==> src/rtl/multicycle_ctrl.sv <==
// Control FSM for a shared-ALU multicycle datapath: fetch, decode, execute,
// memory and writeback sequencing with a timed memory handshake and a
// retired-instruction counter.
//
// Memory handshake: mem_read / mem_write form the request. The request is
// held steady from the cycle the requesting state is entered until the cycle
// mem_ready is seen high. If mem_ready stays low for MEM_TIMEOUT cycles, the
// request is abandoned and the FSM returns to FETCH. During the following
// cycle bus_err pulses and every request and write enable is held low. FETCH
// does not advance in that cycle. mem_ready in the last allowed cycle still
// completes the access.
//
// state_dbg exposes the current state encoding for observation.
module multicycle_ctrl #(
   parameter int WIDTH       = 32,
   parameter int MEM_TIMEOUT = 16
) (
   input  logic             clk,
   input  logic             rst,
   input  logic             run,
   input  logic [5:0]       opcode,
   input  logic             mem_ready,
   output logic             pc_write,
   output logic             pc_write_cond,
   output logic             iord,
   output logic             mem_read,
   output logic             mem_write,
   output logic             ir_write,
   output logic             mem_to_reg,
   output logic             reg_dst,
   output logic             reg_write,
   output logic             alu_src_a,
   output logic [1:0]       alu_src_b,
   output logic [1:0]       alu_op,
   output logic [1:0]       pc_source,
   output logic             illegal,
   output logic             bus_err,
   output logic [WIDTH-1:0] instr_count,
   output logic [3:0]       state_dbg
);

   localparam int WW = (MEM_TIMEOUT > 1) ? $clog2(MEM_TIMEOUT) : 1;
   localparam logic [WW-1:0] WAIT_LAST = WW'(MEM_TIMEOUT - 1);

   localparam logic [5:0] OP_R   = 6'b000000;
   localparam logic [5:0] OP_LW  = 6'b100011;
   localparam logic [5:0] OP_SW  = 6'b101011;
   localparam logic [5:0] OP_BEQ = 6'b000100;
   localparam logic [5:0] OP_J   = 6'b000010;

   typedef enum logic [3:0] {
      S_IDLE      = 4'd0,
      S_FETCH     = 4'd1,
      S_DECODE    = 4'd2,
      S_MEM_ADDR  = 4'd3,
      S_MEM_READ  = 4'd4,
      S_MEM_WB    = 4'd5,
      S_MEM_WRITE = 4'd6,
      S_EXECUTE   = 4'd7,
      S_ALU_WB    = 4'd8,
      S_BRANCH    = 4'd9,
      S_JUMP      = 4'd10
   } state_e;

   state_e           state_q, state_d;
   logic [WW-1:0]    wait_q, wait_d;
   logic [WIDTH-1:0] count_q;
   logic             illegal_q, illegal_d;
   logic             bus_err_q, bus_err_d;
   logic             retire;
   logic             mem_wait;
   logic             timeout;

   // State, wait counter, retire counter and the registered error pulses.
   always_ff @(posedge clk or posedge rst) begin
      if (rst) begin
         state_q   <= S_IDLE;
         wait_q    <= '0;
         count_q   <= '0;
         illegal_q <= 1'b0;
         bus_err_q <= 1'b0;
      end else begin
         state_q   <= state_d;
         wait_q    <= wait_d;
         illegal_q <= illegal_d;
         bus_err_q <= bus_err_d;
         if (retire) count_q <= count_q + WIDTH'(1);
      end
   end

   // Next-state, retire, error pulses and memory wait/timeout tracking.
   always_comb begin
      state_d   = state_q;
      illegal_d = 1'b0;
      bus_err_d = 1'b0;
      retire    = 1'b0;
      mem_wait  = 1'b0;
      case (state_q)
         S_IDLE:      if (run) state_d = S_FETCH;
         S_FETCH: begin
            mem_wait = !bus_err_q;
            if (!bus_err_q && mem_ready) state_d = S_DECODE;
         end
         S_DECODE: begin
            case (opcode)
               OP_LW, OP_SW: state_d = S_MEM_ADDR;
               OP_R:         state_d = S_EXECUTE;
               OP_BEQ:       state_d = S_BRANCH;
               OP_J:         state_d = S_JUMP;
               default: begin
                  state_d   = S_FETCH;
                  illegal_d = 1'b1;
               end
            endcase
         end
         S_MEM_ADDR:  state_d = (opcode == OP_LW) ? S_MEM_READ : S_MEM_WRITE;
         S_MEM_READ: begin
            mem_wait = 1'b1;
            if (mem_ready) state_d = S_MEM_WB;
         end
         S_MEM_WRITE: begin
            mem_wait = 1'b1;
            if (mem_ready) begin
               state_d = S_FETCH;
               retire  = 1'b1;
            end
         end
         S_EXECUTE:   state_d = S_ALU_WB;
         S_MEM_WB, S_ALU_WB, S_BRANCH, S_JUMP: begin
            state_d = S_FETCH;
            retire  = 1'b1;
         end
         default:     state_d = S_IDLE;
      endcase
      // A late mem_ready on the last allowed cycle takes priority over the timeout.
      timeout = mem_wait && !mem_ready && (wait_q == WAIT_LAST);
      if (timeout) begin
         state_d   = S_FETCH;
         bus_err_d = 1'b1;
      end
      wait_d = (mem_wait && !mem_ready && !timeout) ? wait_q + WW'(1) : '0;
   end

   // Moore control decode; FETCH's IR/PC loads also wait for mem_ready.
   always_comb begin
      pc_write      = 1'b0;
      pc_write_cond = 1'b0;
      iord          = 1'b0;
      mem_read      = 1'b0;
      mem_write     = 1'b0;
      ir_write      = 1'b0;
      mem_to_reg    = 1'b0;
      reg_dst       = 1'b0;
      reg_write     = 1'b0;
      alu_src_a     = 1'b0;
      alu_src_b     = 2'b00;
      alu_op        = 2'b00;
      pc_source     = 2'b00;
      case (state_q)
         S_FETCH: begin
            mem_read  = !bus_err_q;
            alu_src_b = 2'b01;
            ir_write  = mem_ready && !bus_err_q;
            pc_write  = mem_ready && !bus_err_q;
         end
         S_DECODE:    alu_src_b = 2'b11;
         S_MEM_ADDR: begin
            alu_src_a = 1'b1;
            alu_src_b = 2'b10;
         end
         S_MEM_READ: begin
            mem_read = 1'b1;
            iord     = 1'b1;
         end
         S_MEM_WB: begin
            reg_write  = 1'b1;
            mem_to_reg = 1'b1;
         end
         S_MEM_WRITE: begin
            mem_write = 1'b1;
            iord      = 1'b1;
         end
         S_EXECUTE: begin
            alu_src_a = 1'b1;
            alu_op    = 2'b10;
         end
         S_ALU_WB: begin
            reg_write = 1'b1;
            reg_dst   = 1'b1;
         end
         S_BRANCH: begin
            alu_src_a     = 1'b1;
            alu_op        = 2'b01;
            pc_write_cond = 1'b1;
            pc_source     = 2'b01;
         end
         S_JUMP: begin
            pc_write  = 1'b1;
            pc_source = 2'b10;
         end
         default: ;
      endcase
   end

   assign illegal     = illegal_q;
   assign bus_err     = bus_err_q;
   assign instr_count = count_q;
   assign state_dbg   = state_q;

endmodule

==> config.mk <==
export PLATFORM = sky130hd
export DESIGN_NAME = multicycle_ctrl
export DESIGN_NICKNAME = d
export VERILOG_FILES = /design/src/rtl/multicycle_ctrl.sv
export SDC_FILE = /design/constraint.sdc
export NUM_CORES = 1
export LEC_CHECK = 0
export CORE_ASPECT_RATIO = 1.25
export CORE_UTILIZATION = 43
export DETAILED_ROUTE_END_ITERATION = 16
export PLACE_DENSITY_LB_ADDON = 0.05
export SLEW_MARGIN = 20
export SYNTH_ARGS = -nofsm -noshare
export SYNTH_HDL_FRONTEND = slang
export SYNTH_SLANG_ARGS = --single-unit
==> constraint.sdc <==
create_clock -name clk -period 1.7 [get_ports clk]
set_input_delay 0.255 -clock clk [delete_from_list [all_inputs] [get_ports clk]]
set_output_delay 0.255 -clock clk [all_outputs]
set_load 0.02 [all_outputs]
### Yosys cells after proc, flatten, opt, wreduce, memory -nomap -nowiden

Index checks and enable logic that the tools add are counted.
W data, S select, Z words.

| word-level totals | value |
|---|---|
| word-level logic and storage cells | 70 |
| output and inout port bits | 54 |
| bits in read-only memories | 0 |
| register bits after elaboration | 42 |
| latch bits | 0 |
| memories | 0 |
| bits in writable memories | 0 |

| cells by class | value |
|---|---|
| order comparisons | 0 |
| bitwise logic cells | 0 |
| equality and inequality tests | 19 |
| div/mod/pow operators | 0 |
| $add $sub $neg | 2 |
| multiply operators | 0 |
| shifts and indexed selects | 0 |
| reduce and logical (&&, ||, !) cells | 16 |
| mux-type cells | 28 |

Operators by type and width:

| kind | count |
|---|---|
| $add A32 B1 Y32 const B | 1 |
| $pmux W4 S8 | 1 |
| $mux W4 | 6 |
| $eq A4 B3 Y1 const B | 4 |
| $eq A4 B4 Y1 const B | 4 |
| $pmux W4 S4 | 1 |
| $eq A6 B6 Y1 const B | 2 |
| $mux W1 | 12 |
| $ne A3 B3 Y1 const B | 4 |
| $eq A4 B2 Y1 const B | 2 |
| $pmux W1 S2 | 4 |
| $pmux W2 S2 | 2 |
| $eq A6 B2 Y1 const B | 1 |
| $eq A6 B3 Y1 const B | 1 |
| $logic_not A6 Y1 | 1 |
| $pmux W2 S3 | 1 |
| $reduce_or A2 Y1 | 3 |
| $reduce_or A5 Y1 | 1 |
| $add A4 B1 Y4 const B | 1 |
| $eq A4 B1 Y1 const B | 1 |
| $logic_and A1 B1 Y1 | 4 |
| $logic_not A4 Y1 | 1 |
| $reduce_and A4 Y1 | 1 |
| $reduce_or A4 Y1 | 1 |
| 3 further kinds | 5 |

### Logic depth before layout (Yosys ltp)

Gate-level depths: netlist of run 1.

| depth | value |
|---|---|
| word-level depth | 8 |
| mapped depth | 7 |

### Worst setup path after synthesis of run 1

OpenSTA, ideal clock, no wires.

| timing | value |
|---|---|
| kind | reg2out |
| start point | register state_q[3] (netlist: state_dbg[3]) |
| end point | output port pc_write |
| path buffers | 2 |
| required time | 1,445 ps |
| path slack | -551 ps |
| arrival | 1,996 ps |
| stages on the path, launching flop included | 6 |
| path through | dfrtp_1 clkbuf_1 or2_2 clkbuf_1 nor3_1 or2_2 |

| on the way | value |
|---|---|
| longest elaborated chain between the ends | 2 |
| elaborated cells between the ends (all ways) | 3 |
| classes of those cells | eq/ne: 2; mux: 1 |

RTL lines:

| element | RTL line | RTL |
|---|---|---|
| start, declared | 65 | `state_e state_q, state_d;` |
| start signal, assigned | 83 | `state_q <= state_d;` |
| $eq A4 B4 Y1 / $eq A4 B1 Y1 (equally long branches) | 159 | `case (state_q)` |
| $pmux W1 S2 (*) | 159 |  |
| end, declared | 23 | `output logic pc_write,` |

Mark *: on every way between the ends. The rest lies on a longest branch, timed or not.

### Worst setup path in the final report of run 1

| timing | value |
|---|---|
| start point | register state_q[2] (netlist: state_dbg[2]) |
| end point | register count_q[17] (netlist: instr_count[17]) |

| on the way | value |
|---|---|
| longest elaborated chain between the ends | 3 |
| elaborated cells between the ends (all ways) | 7 |
| classes of those cells | eq/ne: 5; mux: 1; reduce/logical: 1 |

RTL lines:

| element | RTL line | RTL |
|---|---|---|
| $eq A4 B4 Y1 / $eq A4 B3 Y1 (equally long branches) | 98 | `case (state_q)` |
| $reduce_or A4 Y1 | 98 |  |
| $pmux W1 S2 (*) | 98 |  |
| end signal, assigned | 87 | `if (retire) count_q <= count_q + WIDTH'(1);` |
| end, declared | 67 | `logic [WIDTH-1:0] count_q;` |

Marked as above.
A chain may end at the register's enable or synchronous reset.

==> impl_metrics.py, run 1 <==
metrics = {
    "outcome": {
        "status": "finished with violations",
        "violations": "negative setup slack",
    },
    "cts": {
        "cts_made_buffers": 5,
        "cts_hold_buf": 0,
        "clk_latency_ns": 0.30,
        "ctsRootBufferMaster": "clkbuf_8",
        "clkTransAtPathRegs_ns": 0.09,
        "ctsHtreeMaxLevel": 2,
        "cts_tree": "done",
        "cts_sinks": 42,
        "clock_path_buffers": 2,
    },
    "synth": {
        "synth_top_area_cell": "dfrtp_1",
        "synthTopCellsByCount": "dfrtp_1, xnor2_1, nor2_1, nand2_1",
        "synth_area_leaders": "dfrtp_1, xnor2_1, nand4_1",
        "yosysTopAreaCellShare_pct": 47.2,
        "ys_seq_area_share_pct": 47.2,
        "avgSynthCellArea_um2": 9.93,
        "syn-instance-count": 224,
        "synth.most_common_cell": "dfrtp_1",
        "synth_enable_flop_cells": 0,
        "ys_ff_latch": 42,
        "yosysUniqueCellTypes": 43,
        "netlist_area_um2": 2220,
        "synth_ff_type": "dfrtp_1",
        "synthArstFlopShare_pct": 100,
        "synthesis.nets": 236,
        "yosys_warnings": 0,
    },
    "job": {
        "maxCapViolations": 0,
    },
    "floorplanning": {
        "start_util_pct": 45.7,
        "die_x_um": 66.3,
        "io_pins": 64,
        "die_area_um2": 5470,
        "coreArea_um2": 4870,
        "row_count": 28,
        "fp.dieH_um": 82.4,
    },
    "timing": {
        "grt_setup_unrepaired": "yes",
        "fmax_mhz": 554,
        "final_max_slew_viol_count": 0,
        "whs_ns": 0.303,
        "min_period_over_period_pct": 106,
        "setup_slack_ns": -0.104,
        "period_minus_slack_ns": 1.80,
        "clock_skew_ns": 0.0109,
        "setup_violations": 15,
        "tightest_slew_ns": 0.425,
        "hold_viol_final": 0,
        "slew_headroom_pct": 71.4,
    },
    "pwr": {
        "powerDensity_nw_per_um2": 1200,
        "peakVddDrop_uv": 897,
        "p_leak_nw": 1.77,
    },
    "placement": {
        "gp_congestion": 0.854,
        "pre_cts_slack_ns": -0.338,
        "portBuffers": 63,
        "placed_cell_area_um2": 3270,
        "hpwlAfterDp_mm": 3.81,
    },
    "setup_path": {
        "ff2ff_setup_slack_ns": -0.10,
        "cp_num_buf_inv": 1,
        "cp.required_ns": 1.93,
        "worst-setup-path-type": "reg2reg",
        "ff2ff_path_depth": 6,
        "max_stage_delay_ns": 0.45,
        "crit_fanout": 5,
        "path_delay_family": "simple AND/OR/NAND/NOR gates",
        "crit_path_end_kind": "flop",
        "slowest_stage": "dfrtp_2",
        "crit_chain": "buf_6 -> and2b_2 -> o311ai_4 -> or3_4 -> nor3_2 -> xor2_1",
        "cp-start-kind": "flop",
        "worstPathArrival_ns": 2.03,
        "reg2reg_to": "instr_count[17]",
        "timing.rr.start": "state_dbg[2]",
    },
    "detailed_routing": {
        "wl_mm": 5.99,
        "vias_per_cell": 5.32,
        "antenna_left": 0,
        "drt_iter0_markers": 91,
        "vias": 2176,
        "post-route-drc-count": 0,
        "wl_per_cell_um": 14.6,
        "drtPass1Iterations": 4,
    },
    "global_route": {
        "grt_pass1_vias": 2114,
        "grt_pass1_wl_mm": 9.18,
        "antenna_found_initial": 0,
        "gr-usage-all-layers_pct": 22.2,
        "grt_max_degree": 43,
        "gr-total-overflow": 0,
    },
    "finish": {
        "final_cell_area_um2": 3830,
        "antenna_cells": 0,
        "layout-area-overhead-vs-synth_pct": 72.4,
        "drive_above_1_share_pct": 41.0,
        "final_core_util_pct": 78.8,
        "final_nets": 360,
    },
    "worst_hold_path": {
        "min_path_type": "in2async",
    },
}
## sequential cells by signal (all words and copies together) (netlist names)
| name | flops |
|---|---|
| bus_err | 1 |
| illegal | 1 |
| instr_count | 32 |
| state_dbg | 4 |
| wait_q | 4 |
## per-stage QoR
step / TNS (ns) / instances / power, mW
floorplan: -0.254 / 224 / 2.20
detailed placement: -8.67 / 377 / 2.94
finish: -0.477 / 409 / 4.62
global placement: -7.95 / 377 / 2.93
CTS: -1.05 / 392 / 4.01
global route: -2.29 / 409 / 4.83
## cell usage in the layout (no fill, tap or decap), drive strengths merged, types with 2 or more instances in the layout
| cell | n |
|---|---|
| a21o | 2 |
| a21oi | 5 |
| a31oi | 3 |
| and2 | 6 |
| and3 | 7 |
| and4 | 2 |
| buf | 81 |
| bufinv | 2 |
| clkbuf | 5 |
| clkdlybuf4s50 | 39 |
| dfrtp | 42 |
| dlygate4sd2 | 4 |
| dlymetal6s2s | 4 |
| ha | 2 |
| inv | 3 |
| nand2 | 15 |
| nand2b | 5 |
| nand3 | 14 |
| nand4 | 14 |
| nor2 | 19 |
| nor2b | 3 |
| nor3 | 10 |
| nor3b | 2 |
| nor4 | 4 |
| o21ai | 4 |
| o311ai | 2 |
| or2 | 3 |
| or4 | 2 |
| xnor2 | 28 |
| xor2 | 6 |
## layout make-up
| cell class | count | area, um^2 |
|---|---|---|
| multi-input combinational | 168 | 1350 |
| timing repair buffer | 128 | 1200 |
| sequential | 42 | 1060 |
| fill | 328 | 1030 |
| tap | 60 | 75.1 |
| clock buffer | 5 | 68.8 |
| clock inverter | 3 | 68.8 |
| inverter | 3 | 11.3 |
## kinds of logic after synthesis
kind of cell,count (synthesis),synth area share [%]
xor gates and xnor gates,34,13.7
buffers and inverters,14,3.09
adders and majority gates,2,1.12
DFF,42,47.2
and+or+nand+nor,111,27.6
AOI/OAI and AO/OA,20,6.75
muxes,1,0.450
## tightest hold or removal path: stages
cell and delay, ns:
clkdlybuf4s50_1 0.39, inv_1 0.09, buf_12 0.24
## metal layers
| metal | GRT usage (%) | wire length, um |
|---|---|---|
| met5 | 0 | 0 |
| met4 | 11.7 | 118 |
| met3 | 3.98 | 197 |
| met2 | 39.9 | 3110 |
| met1 | 24.8 | 2560 |
## worst max-delay path by stage
stage	end	depth (start not counted)	slack (ns)	from
after detailed placement	pc_write	5	-0.34	mem_ready
final	instr_count[17]	6	-0.10	state_dbg[2]
after CTS	instr_count[15]	6	-0.09	state_dbg[2]
after global routing	instr_count[17]	6	-0.16	state_dbg[2]
after global placement	pc_write	5	-0.32	mem_ready
after floorplan	state_dbg[2]	6	-0.06	state_dbg[0]
## power by group
part           leakage, nW  switching [mW]  internal [mW]
clock               0.0683           0.366          0.588
sequential           0.563           0.113           1.10
combinational         1.14            1.18           1.27
## repair_timing
item                                    4_1_cts  5_1_grt
endpoints found under the setup margin       47       46
setup buffers                                 7       17
cloned                                        0        0
pin swaps                                     9       17
resized for setup                            92       60
(Power assumes the default switching activity.)
==> run 2: changes to the inputs <==
--- a/config.mk
+++ b/config.mk
@@ -7,6 +7,7 @@
 export LEC_CHECK = 0
 export CORE_ASPECT_RATIO = 1.25
 export CORE_UTILIZATION = 43
+export CTS_CLUSTER_DIAMETER = 120
 export DETAILED_ROUTE_END_ITERATION = 16
 export PLACE_DENSITY_LB_ADDON = 0.05
 export SLEW_MARGIN = 20
==> results of run 2 <==
Same layout as run 1: the final DEF is identical, and so are final timing and power.
==> run 3: changes to the inputs <==
--- a/config.mk
+++ b/config.mk
@@ -14,3 +14,4 @@
 export SYNTH_ARGS = -nofsm -noshare
 export SYNTH_HDL_FRONTEND = slang
 export SYNTH_SLANG_ARGS = --single-unit
+export TNS_END_PERCENT = 1
==> impl_metrics.py, run 3 (synthesis gave the netlist of run 1 again) <==
metrics = {
    "detailed_routing": {
        "wl_mm": 4.95,
        "vias_per_cell": 5.24,
        "antenna_left": 0,
        "vias": 2011,
        "wl_per_cell_um": 12.9,
        "drt_iter0_markers": 79,
        "post-route-drc-count": 0,
        "drtPass1Iterations": 4,
    },
    "global_route": {
        "gr-total-overflow": 0,
        "grt_pass1_wl_mm": 8.51,
        "grt_pass1_vias": 1998,
        "gr-usage-all-layers_pct": 20.4,
        "antenna_found_initial": 0,
        "grt_max_degree": 43,
    },
    "cts": {
        "clk_latency_ns": 0.29,
        "clkTransAtPathRegs_ns": 0.08,
        "cts_tree": "done",
        "ctsRootBufferMaster": "clkbuf_8",
        "cts_made_buffers": 5,
        "ctsHtreeMaxLevel": 2,
        "cts_sinks": 42,
        "cts_hold_buf": 0,
        "clock_path_buffers": 2,
    },
    "floorplanning": {
        "die_area_um2": 5470,
        "die_x_um": 66.3,
        "io_pins": 64,
        "fp.dieH_um": 82.4,
        "coreArea_um2": 4870,
        "start_util_pct": 45.7,
        "row_count": 28,
    },
    "outcome": {
        "status": "finished with violations",
        "violations": "negative setup slack",
    },
    "worst_hold_path": {
        "min_path_type": "in2async",
    },
    "finish": {
        "antenna_cells": 0,
        "final_core_util_pct": 68.6,
        "layout-area-overhead-vs-synth_pct": 50.1,
        "drive_above_1_share_pct": 29.3,
        "final_common_cell": "clkdlybuf4s50_1",
        "largest_register_ffs": 32,
        "final_nets": 335,
        "final_cell_mix": "clkdlybuf4s50_1, buf_4, dfrtp_1",
    },
    "timing": {
        "slew_headroom_pct": 73.4,
        "fmax_mhz": 562,
        "setup_violations": 23,
        "tightest_slew_ns": 0.398,
        "setup_slack_ns": -0.0805,
        "grt_setup_unrepaired": "yes",
        "final_max_slew_viol_count": 0,
        "hold_viol_final": 0,
        "min_period_over_period_pct": 105,
        "clock_skew_ns": 0.00932,
        "period_minus_slack_ns": 1.78,
    },
    "setup_path": {
        "path_delay_family": "simple AND/OR/NAND/NOR gates",
        "worst-setup-path-type": "reg2reg",
        "max_stage_delay_ns": 0.45,
        "cp.depth": 6,
        "crit_path_end_kind": "flop",
        "crit_fanout": 6,
        "crit_top_cell": "buf_4",
        "ff2ff_setup_slack_ns": -0.08,
        "cp.required_ns": 1.88,
        "worstPathArrival_ns": 1.96,
        "cp_num_buf_inv": 2,
        "crit_chain": "buf_4 -> and2b_2 -> o311ai_4 -> or3_4 -> buf_4 -> xnor2_2",
        "ff2ff_path_depth": 6,
        "cp-start-kind": "flop",
        "slowest_stage": "dfrtp_2",
    },
    "pwr": {
        "power.total_mw": 3.57,
        "peakVddDrop_uv": 815,
        "powerDensity_nw_per_um2": 1070,
        "p_leak_nw": 1.50,
    },
    "job": {
        "maxCapViolations": 0,
    },
    "placement": {
        "hpwlAfterDp_mm": 3.64,
        "gp_congestion": 0.794,
        "portBuffers": 63,
    },
}
[run 3: through the flow]
stage / instance area, um^2 / TNS (ns) / cells / hold WS, ns / worst slack (ns)
2_1_floorplan: 2290 / -0.503 / 224 / 0.430 / -0.0603
3_5_place_dp: 3200 / -8.10 / 372 / 0.475 / -0.393
3_3_place_gp: 3200 / -7.68 / 372 / 0.461 / -0.380
4_1_cts: 3340 / -1.49 / 384 / 0.324 / -0.0958
5_1_grt: 3340 / -3.37 / 384 / 0.356 / -0.163
6_report: 3340 / -0.679 / 384 / 0.311 / -0.0805
[run 3: timing repair]
item                       CTS  global route
pin swaps                    3             2
resized for setup           69            21
hold endpoints to repair     0             0
setup endpoints to repair   36            44
buffers inserted             4             0
[run 3: worst min-delay path: cells and delay by family]
family / cells / cell delay (ns)
buf+inv: 3 / 0.73
[run 3: final cells by class]
type                       instances  area, um^2
multi-input combinational        168        1210
sequential                        42        1060
clock inverter                     2        12.5
fill                             421        1530
clock buffer                       6        82.6
timing repair buffer             103         890
inverter                           3        11.3
tap                               60        75.1
[run 3: path summary, 6_finish.rpt]
check,start,to
worst max-delay path,state_dbg[2],instr_count[11]
worst min-delay path,rst,instr_count[28]
worst max register to register,state_dbg[2],instr_count[11]
worst min register to register,instr_count[31],instr_count[31]
max in group asynchronous,rst,instr_count[7]
min in group clk,instr_count[31],instr_count[31]
[run 3: layer usage]
metal	vias up	wire length (um)	track usage, %
li1	998	-	-
met1	961	2240	24.3
met2	46	2480	36.5
met3	6	167	3.85
met4	0	60	7.23
met5	-	0	0
[run 3: power breakdown]
| group | internal, mW | total, mW | switching, mW |
|---|---|---|---|
| Sequential | 1.10 | 1.25 | 0.151 |
| Clock | 0.326 | 0.660 | 0.333 |
| Combinational | 0.782 | 1.65 | 0.871 |
